**src/rtl/pipe_hazard_ctrl.sv**
```systemverilog
// Pipeline hazard controller: a scoreboard of in-flight destination records that drives
// load-use stalls, memory freeze, redirect flush, EX operand forwarding and event counters.
module pipe_hazard_ctrl #(
   parameter int RF_ADDR_W = 5,
   parameter int NUM_FWD   = 2,
   parameter int LOAD_LAT  = 1,
   parameter int CNT_W     = 32,
   parameter int SEL_W     = $clog2(NUM_FWD + 1)
) (
   input  logic                 clk,
   input  logic                 reset,
   input  logic                 id_valid,
   input  logic [RF_ADDR_W-1:0] id_rs1,
   input  logic [RF_ADDR_W-1:0] id_rs2,
   input  logic                 id_use_rs1,
   input  logic                 id_use_rs2,
   input  logic [RF_ADDR_W-1:0] id_rd,
   input  logic                 id_regwrite,
   input  logic                 id_is_load,
   input  logic                 ex_redirect,
   input  logic                 mem_req,
   input  logic                 mem_ready,
   output logic                 stall_pc,
   output logic                 stall_ifid,
   output logic                 flush_ifid,
   output logic                 bubble_idex,
   output logic                 freeze,
   output logic [SEL_W-1:0]     fwd_sel_a,
   output logic [SEL_W-1:0]     fwd_sel_b,
   output logic [CNT_W-1:0]     cnt_loaduse,
   output logic [CNT_W-1:0]     cnt_freeze,
   output logic [CNT_W-1:0]     cnt_flush
);

   typedef struct packed {
      logic                 valid;
      logic [RF_ADDR_W-1:0] rd;
      logic                 regwrite;
      logic                 is_load;
   } dst_rec_t;

   typedef struct packed {
      logic [RF_ADDR_W-1:0] rs1;
      logic [RF_ADDR_W-1:0] rs2;
      logic                 use1;
      logic                 use2;
   } src_rec_t;

   localparam logic [CNT_W-1:0] CNT_MAX = '1;
   localparam logic [CNT_W-1:0] CNT_ONE = {{(CNT_W-1){1'b0}}, 1'b1};

   dst_rec_t rec [NUM_FWD+1];   // rec[0] = EX, rec[k] = k stages past EX
   src_rec_t ex_src;

   // x0 is hardwired zero, so a record naming it never produces a match
   function automatic logic writes(input dst_rec_t r, input logic [RF_ADDR_W-1:0] a);
      return r.valid && r.regwrite && (r.rd == a) && (a != '0);
   endfunction

   logic loaduse_hit;
   logic do_freeze, do_redirect, do_loaduse;

   always_comb begin
      loaduse_hit = 1'b0;
      for (int j = 0; j < LOAD_LAT; j++) begin
         if (rec[j].is_load &&
             ((id_use_rs1 && writes(rec[j], id_rs1)) ||
              (id_use_rs2 && writes(rec[j], id_rs2))))
            loaduse_hit = 1'b1;
      end
   end

   assign do_freeze   = ~reset & mem_req & ~mem_ready;
   assign do_redirect = ~reset & ~do_freeze & ex_redirect;
   assign do_loaduse  = ~reset & ~do_freeze & ~ex_redirect & id_valid & loaduse_hit;

   assign stall_pc    = do_freeze | do_loaduse;
   assign stall_ifid  = do_freeze | do_loaduse;
   assign flush_ifid  = do_redirect;
   assign bubble_idex = do_redirect | do_loaduse;
   assign freeze      = do_freeze;

   // Scan from the farthest stage down so the nearest matching producer wins
   always_comb begin
      fwd_sel_a = '0;
      fwd_sel_b = '0;
      if (!reset && rec[0].valid) begin
         for (int k = NUM_FWD; k >= 1; k--) begin
            if (ex_src.use1 && writes(rec[k], ex_src.rs1)) fwd_sel_a = SEL_W'(k);
            if (ex_src.use2 && writes(rec[k], ex_src.rs2)) fwd_sel_b = SEL_W'(k);
         end
      end
   end

   always_ff @(posedge clk) begin
      if (reset) begin
         for (int k = 0; k <= NUM_FWD; k++) rec[k] <= '0;
         ex_src      <= '0;
         cnt_loaduse <= '0;
         cnt_freeze  <= '0;
         cnt_flush   <= '0;
      end else begin
         if (!do_freeze) begin
            for (int k = 1; k <= NUM_FWD; k++) rec[k] <= rec[k-1];
            if (do_redirect || do_loaduse) begin
               rec[0] <= '0;
               ex_src <= '0;
            end else begin
               rec[0] <= '{valid: id_valid, rd: id_rd, regwrite: id_regwrite, is_load: id_is_load};
               ex_src <= '{rs1: id_rs1, rs2: id_rs2, use1: id_use_rs1, use2: id_use_rs2};
            end
         end
         if (do_loaduse && cnt_loaduse != CNT_MAX) cnt_loaduse <= cnt_loaduse + CNT_ONE;
         if (do_freeze && cnt_freeze != CNT_MAX)   cnt_freeze  <= cnt_freeze + CNT_ONE;
         if (do_redirect && cnt_flush != CNT_MAX)  cnt_flush   <= cnt_flush + CNT_ONE;
      end
   end

endmodule

```
**config.mk**
```make
export PLATFORM = sky130hd
export DESIGN_NAME = pipe_hazard_ctrl
export DESIGN_NICKNAME = d
export VERILOG_FILES = /design/src/rtl/pipe_hazard_ctrl.sv
export SDC_FILE = /design/constraint.sdc
export NUM_CORES = 1
export LEC_CHECK = 0
export BUFFER_PORTS_ARGS = -buffer_cell sky130_fd_sc_hd__buf_2
export CORE_MARGIN = 4
export CORE_UTILIZATION = 45
export DETAILED_ROUTE_END_ITERATION = 16
export HOLD_SLACK_MARGIN = 0.15
export PLACE_DENSITY = 0.79
export REMOVE_ABC_BUFFERS = 1
export SLEW_MARGIN = 30
export SYNTH_ARGS = -nofsm -noshare
export SYNTH_HDL_FRONTEND = slang
export SYNTH_SLANG_ARGS = --single-unit
```
**constraint.sdc**
```tcl
create_clock -name clk -period 5.15 [get_ports clk]
set_clock_uncertainty 0.2 [all_clocks]
set_input_delay 1.2875 -clock clk [delete_from_list [all_inputs] [get_ports clk]]
set_output_delay 1.2875 -clock clk [all_outputs]
set_load 0.05 [all_outputs]
```
; ---- Word-level counts from Yosys, hierarchy flattened
; Memories as Yosys holds them, arrays and structs flattened.
; Index checks and enable logic that the tools add are counted.
[word_totals]
ff_bits = 108
ram_bits = 24
inputBits = 25
out_inout_bits = 105
word_cells = 95
mem_count = 1
[classes]
addsub = 3
eq_ne = 9
muxes = 25
bitwise_logic = 17
n_reduce_logical = 33
[memory_table]
columns = name, words, word_bits, read_ports, rd_clocked_by_memory_dff, wr, line
row1 = rec, 3, 8, 3, 0, 3, 52  ; dst_rec_t rec [NUM_FWD+1];
[op_table]
columns = operator, n
row1 = adder 32 x 1 -> 32 bit (second input constant), 3
row2 = inequality test 32 bit (second input constant), 3
row3 = two-way mux 8 bit, 4
row4 = == test 5 bit, 6
row5 = logical AND 1 bit, 26
row6 = nonzero test 5 bit, 4
row7 = two-way mux 1 bit, 14
row8 = two-way mux 12 bit, 1
row9 = two-way mux 2 bit, 6
row10 = AND 1 bit, 7
row11 = OR 1 bit, 6
row12 = NOT 1 bit, 4
row13 = logical OR 1 bit, 2
row14 = logical NOT 1 bit, 1

; ---- Longest topological paths before layout
[logic_depth]
ltp_word = 15
mapped_depth = 9
depth_no_buf = 8

; ---- Worst setup path before layout
; No wires, ideal clock.
[synth_path]
path_kind = input port to output port
start = input port id_rs2[0]
end = output port stall_pc
arrival_time_ps = 3475
path_slack_ps = 188
path_stages = 8
path_buffers = 3
cell_sequence = or4_1 a21oi_1 nor2b_1 a21boi_1 buf_2 buf_2 nand2_1 buf_4
[synth_via]
elab_chain_len = 9
word_cells_on_any_way = 10
cone_classes = 1 x eq/ne / 1 x mux / 2 x bitwise / 6 x reduce/logical
[synth_rtl]
columns = item, line
row1 = "start, declared", 14  ; input logic [RF_ADDR_W-1:0] id_rs2,
row2 = == test 5 bit, 57  ; return r.valid && r.regwrite && (r.rd == a) && (a != '0);
row3 = logical AND 1 bit, 57
row4 = logical AND 1 bit (*), 57
row5 = logical AND 1 bit (*), 68  ; (id_use_rs2 && writes(rec[j], id_rs2))))
row6 = logical OR 1 bit (*), 67  ; ((id_use_rs1 && writes(rec[j], id_rs1)) ||
row7 = logical AND 1 bit (*), 66  ; if (rec[j].is_load &&
row8 = two-way mux 1 bit (*), 66
row9 = AND 1 bit (*), 75  ; assign do_loaduse = ~reset & ~do_freeze & ~ex_redirect & id_valid & loaduse_hit;
row10 = OR 1 bit (*), n/a
row11 = "end, declared", 23  ; output logic stall_pc,
; Mark *: on every way between the ends. The rest lies on a longest branch, timed or not.

; ---- Worst setup path after layout
[layout_path]
start = input port reset
end = output port stall_ifid
[layout_via]
elab_chain_len = 9
[layout_rtl]
columns = item, line
row1 = "start, declared", 11  ; input logic reset,
row2 = NOT 1 bit (*), "73, 75"
row3 = AND 1 bit (2 in series), 73  ; assign do_freeze = ~reset & mem_req & ~mem_ready;
row4 = NOT 1 bit, 75
row5 = AND 1 bit (4 in series), 75
row6 = OR 1 bit (*), 78  ; assign stall_ifid = do_freeze | do_loaduse;
row7 = "end, declared", 24  ; output logic stall_ifid,
; Marked as above.

==> metrics.md <==
| Metric | Value |
|---|---|
| Status | `finished, final reports clean` |
| Tightest Pin Transition | `between 900 and 1000 ps` |
| Worst r2r src | `cnt_loaduse[6]` |
| Drt total wl | `between 15000 and 20000 um` |
| Commonest non-fill, non-tap cells in the layout | `buf_2 (128), dfxtp_1 (108), nor2_1 (70)` |
| Met1 wire length | `~7500 um` |
| Area of the mapped netlist | `6550 sq um` |
| Worst Hold Launch | `ex_src[1]` |
| Grt ovf | `0` |
| H-tree levels | `4` |
| Fmax | `between 200 and 250 MHz` |
| Largest net degree at the start of global routing | `about 90` |
| Clock share of power | `between 40% and 50%` |
| Met3 WL | `roughly 1200 um` |
| Die width | `between 100 and 150 um` |
| Worst-path clk slew | `50 ps` |
| Critical Path RT | `roughly 3700 ps` |
| First drt pass iteration count | `5` |
| Final std cells w/o fill | `~1000` |
| Initial antenna violation count | `0` |
| R2R depth | `6` |
| Antenna Nets Post-Route | `0` |
| Comb pwr share | `under 10%` |
| Hold Crit Class | `reg -> reg` |
| Slowest cell on the critical path | `nor4_2` |
| Critical path cell sequence | `buf_4 -> nand2b_1 -> nor4_2 -> nand4_1 -> a21boi_2 -> nand2_1 -> buf_2` |
| Top FF cell, synth | `dfxtp_1` |
| Clk_lat worst skew | `a little over 400 ps` |
| Final Hold Fails | `0` |
| Worst setup EP type | `output pin` |
| Seq pwr share | `roughly 46%` |
| Fin util | `between 50% and 60%` |
| TritonCTS Sinks | `between 100 and 150` |
| Reg2Reg Capture Point | `cnt_loaduse[13]` |
| Internal power | `1840 uW` |
| Worst stage delay on the critical path | `370 ps` |
| Die Footprint | `between 15000 and 20000 sq um` |
| DRC | `0` |
| Initial Util | `between 40% and 50%` |
| CTS max path bufs | `2` |
| Min Clock Period, post-route | `approximately 4300 ps` |
| Max-cap violation count | `0` |
| Synth-to-layout area growth | `20.3%` |
| CP arrival | `~2800 ps` |
| Die H | `about 130 um` |
| DP HPWL | `about 12000 um` |
| Hold buffers post-CTS | `0` |
| Core area | `~14000 sq um` |
| Cell count after synthesis | `733` |
| Hold_ws | `289 ps` |
| Max Used Layer | `met4` |
| Num rows | `43` |
| Peak supply drop | `~0.21 mV` |
| Met2 routed WL | `7780 um` |
| Port Buf Inserts | `129` |
| Vias in the first global route | `roughly 5600` |
| P per Cell Area | `297 nW/um^2` |
| FFs w/ async S/R, synth | `0%` |
| CP Class | `in -> out` |
| GRT Total Usage | `20.6%` |
| Share of cells above drive strength 1 | `approximately 23%` |
| Number of flops mapped to enable cells by yosys | `22` |
| Slew Viols, Final | `0` |
| Commonest non-fill, non-tap cell in the layout | `buf_2` |
| Register Area | `2820 sq um` |
| Multi-input gate area | `3500 sq um` |
| Critical path startpoint category | `input pin` |
| Headroom to the max-slew limit | `38.4%` |
| Synth cell types | `just over 60` |
| WHS Endpoint | `ex_src[1]` |
| Post-CTS Setup Inserts | `0` |
| Critical Path Fanout Max | `10` |
| Final Total Pwr | `2340 uW` |
| WL/cell | `about 16 um` |
| DR vias/cell | `approximately 5.7` |
| Cells after DPL | `between 1000 and 1500` |
| Flops & latches, synth | `130` |
| Sw frac | `between 20% and 30%` |
| Root buf cell | `clkbuf_16` |
| Total CTS buffers | `17` |
| Post-cts sizing count | `0` |
| Post-synth top area share | `33.0%` |
| First-pass GRT wire length | `27700 um` |
| Finish-stage setup viols | `0` |
| DR vias | `5970` |
| Synth Area per Inst | `a little under 9 sq um` |
| # diodes | `0` |
| Routability Congestion | `approximately 0.83` |
| Layout fillers | `1272` |
| Hold path depth | `1` |
| Number of DRC markers in iteration 0 | `417` |
| Setup TNS | `0 ps` |
| Worst reg2reg setup slack | `roughly 2200 ps` |
| Period Utilization, post-route | `82.6%` |
| Sw Pwr | `around 500 uW` |
| CTS tree | `yes` |
| I/O pin count | `130` |
| # nets final | `between 800 and 900` |
| Post-synth top area cell | `dfxtp_1` |
| Cell leakage power | `roughly 0.0030 uW` |
| RSZ-0062 raised after global routing | `no` |
| Register area share after synthesis | `43.1%` |
| Yosys warns | `0` |
| Most area-consuming cells after synthesis | `dfxtp_1 (33%), edfxtp_1 (10%), xnor2_1 (6.6%)` |
## final cells by class
type	count	share of cell area, %
Clock inverter	6	1.02
Tap cell	180	2.86
Inverter	20	0.952
Timing Repair Buffer	134	8.75
Clock buffer	25	6.16
Multi-Input combinational cell	553	44.5
Sequential cell	130	35.8
## through the flow
stage | cell area (sq um) | setup slack, ps
5_1_grt | 7880 | 783
3_3_place_gp | 7310 | 953
4_1_cts | 7880 | 893
2_1_floorplan | 6400 | -165
3_5_place_dp | 7310 | 893
6_report | 7880 | 894
## registers in the layout, indices dropped and copies added (netlist names)
register and count:
cnt_flush 32, rec 22, ex_src 12, cnt_freeze 32, cnt_loaduse 32
## worst max-delay path by stage
stage          startpoint         end  slack (ps)  depth (start not counted)
2_1_floorplan   id_rs2[0]  stall_ifid        -160                          5
3_3_place_gp    id_rs2[0]  stall_ifid         950                          7
3_5_place_dp        reset  stall_ifid         890                          7
4_1_cts             reset  stall_ifid         890                          7
5_1_grt             reset    stall_pc         780                          7
6_report            reset  stall_ifid         890                          7
## Yosys cell counts (all sizes together) (6+ instances only)
cell and n:
buf 10, or4 26, nor2b 6, o21a 8, or3 20, xor2 17
a22o 12, nand3 52, nor4 22, and4 11, dfxtp 108, a21oi 39
o31ai 19, and2 24, inv 20, clkbuf 20, nand2 44, nor2 71
o21ai 24, edfxtp 22, nor3 25, xnor2 49, o31a 6, nand4 30
## power groups by stage
stage | clock network (uW) | registers (uW) | logic [uW]
6_report | 1160 | 1070 | 107
3_3_place_gp | 0 | 1090 | 105
3_5_place_dp | 0 | 1090 | 107
2_1_floorplan | 0 | 1090 | 56.8
4_1_cts | 1180 | 1070 | 108
5_1_grt | 1230 | 1070 | 117
## critical path: cells and delay by family
kind | cells | cell delay, ps
AOI/OAI and AO/OA | 1 | 210
buffers and inverters | 2 | 430
and+or+nand+nor | 4 | 840
## per-layer routing
metal | GRT usage [%] | vias to the layer above
met5 | 0 | -
met1 | 26.5 | 2815
met3 | 6.89 | 23
met4 | 6.24 | 0
met2 | 32.9 | 181
li1 | - | 2951
## kinds of logic after synthesis
group / after synthesis / share of synthesized area (%)
compound gates: 124 / 12.9
xor+xnor: 66 / 8.82
fa+ha+maj: 3 / 0.573
buf+inv: 50 / 3.51
flops: 130 / 43.1
mux: 8 / 1.32
simple gates: 352 / 29.8
No activity file was read; power rests on OpenSTA's default activity.
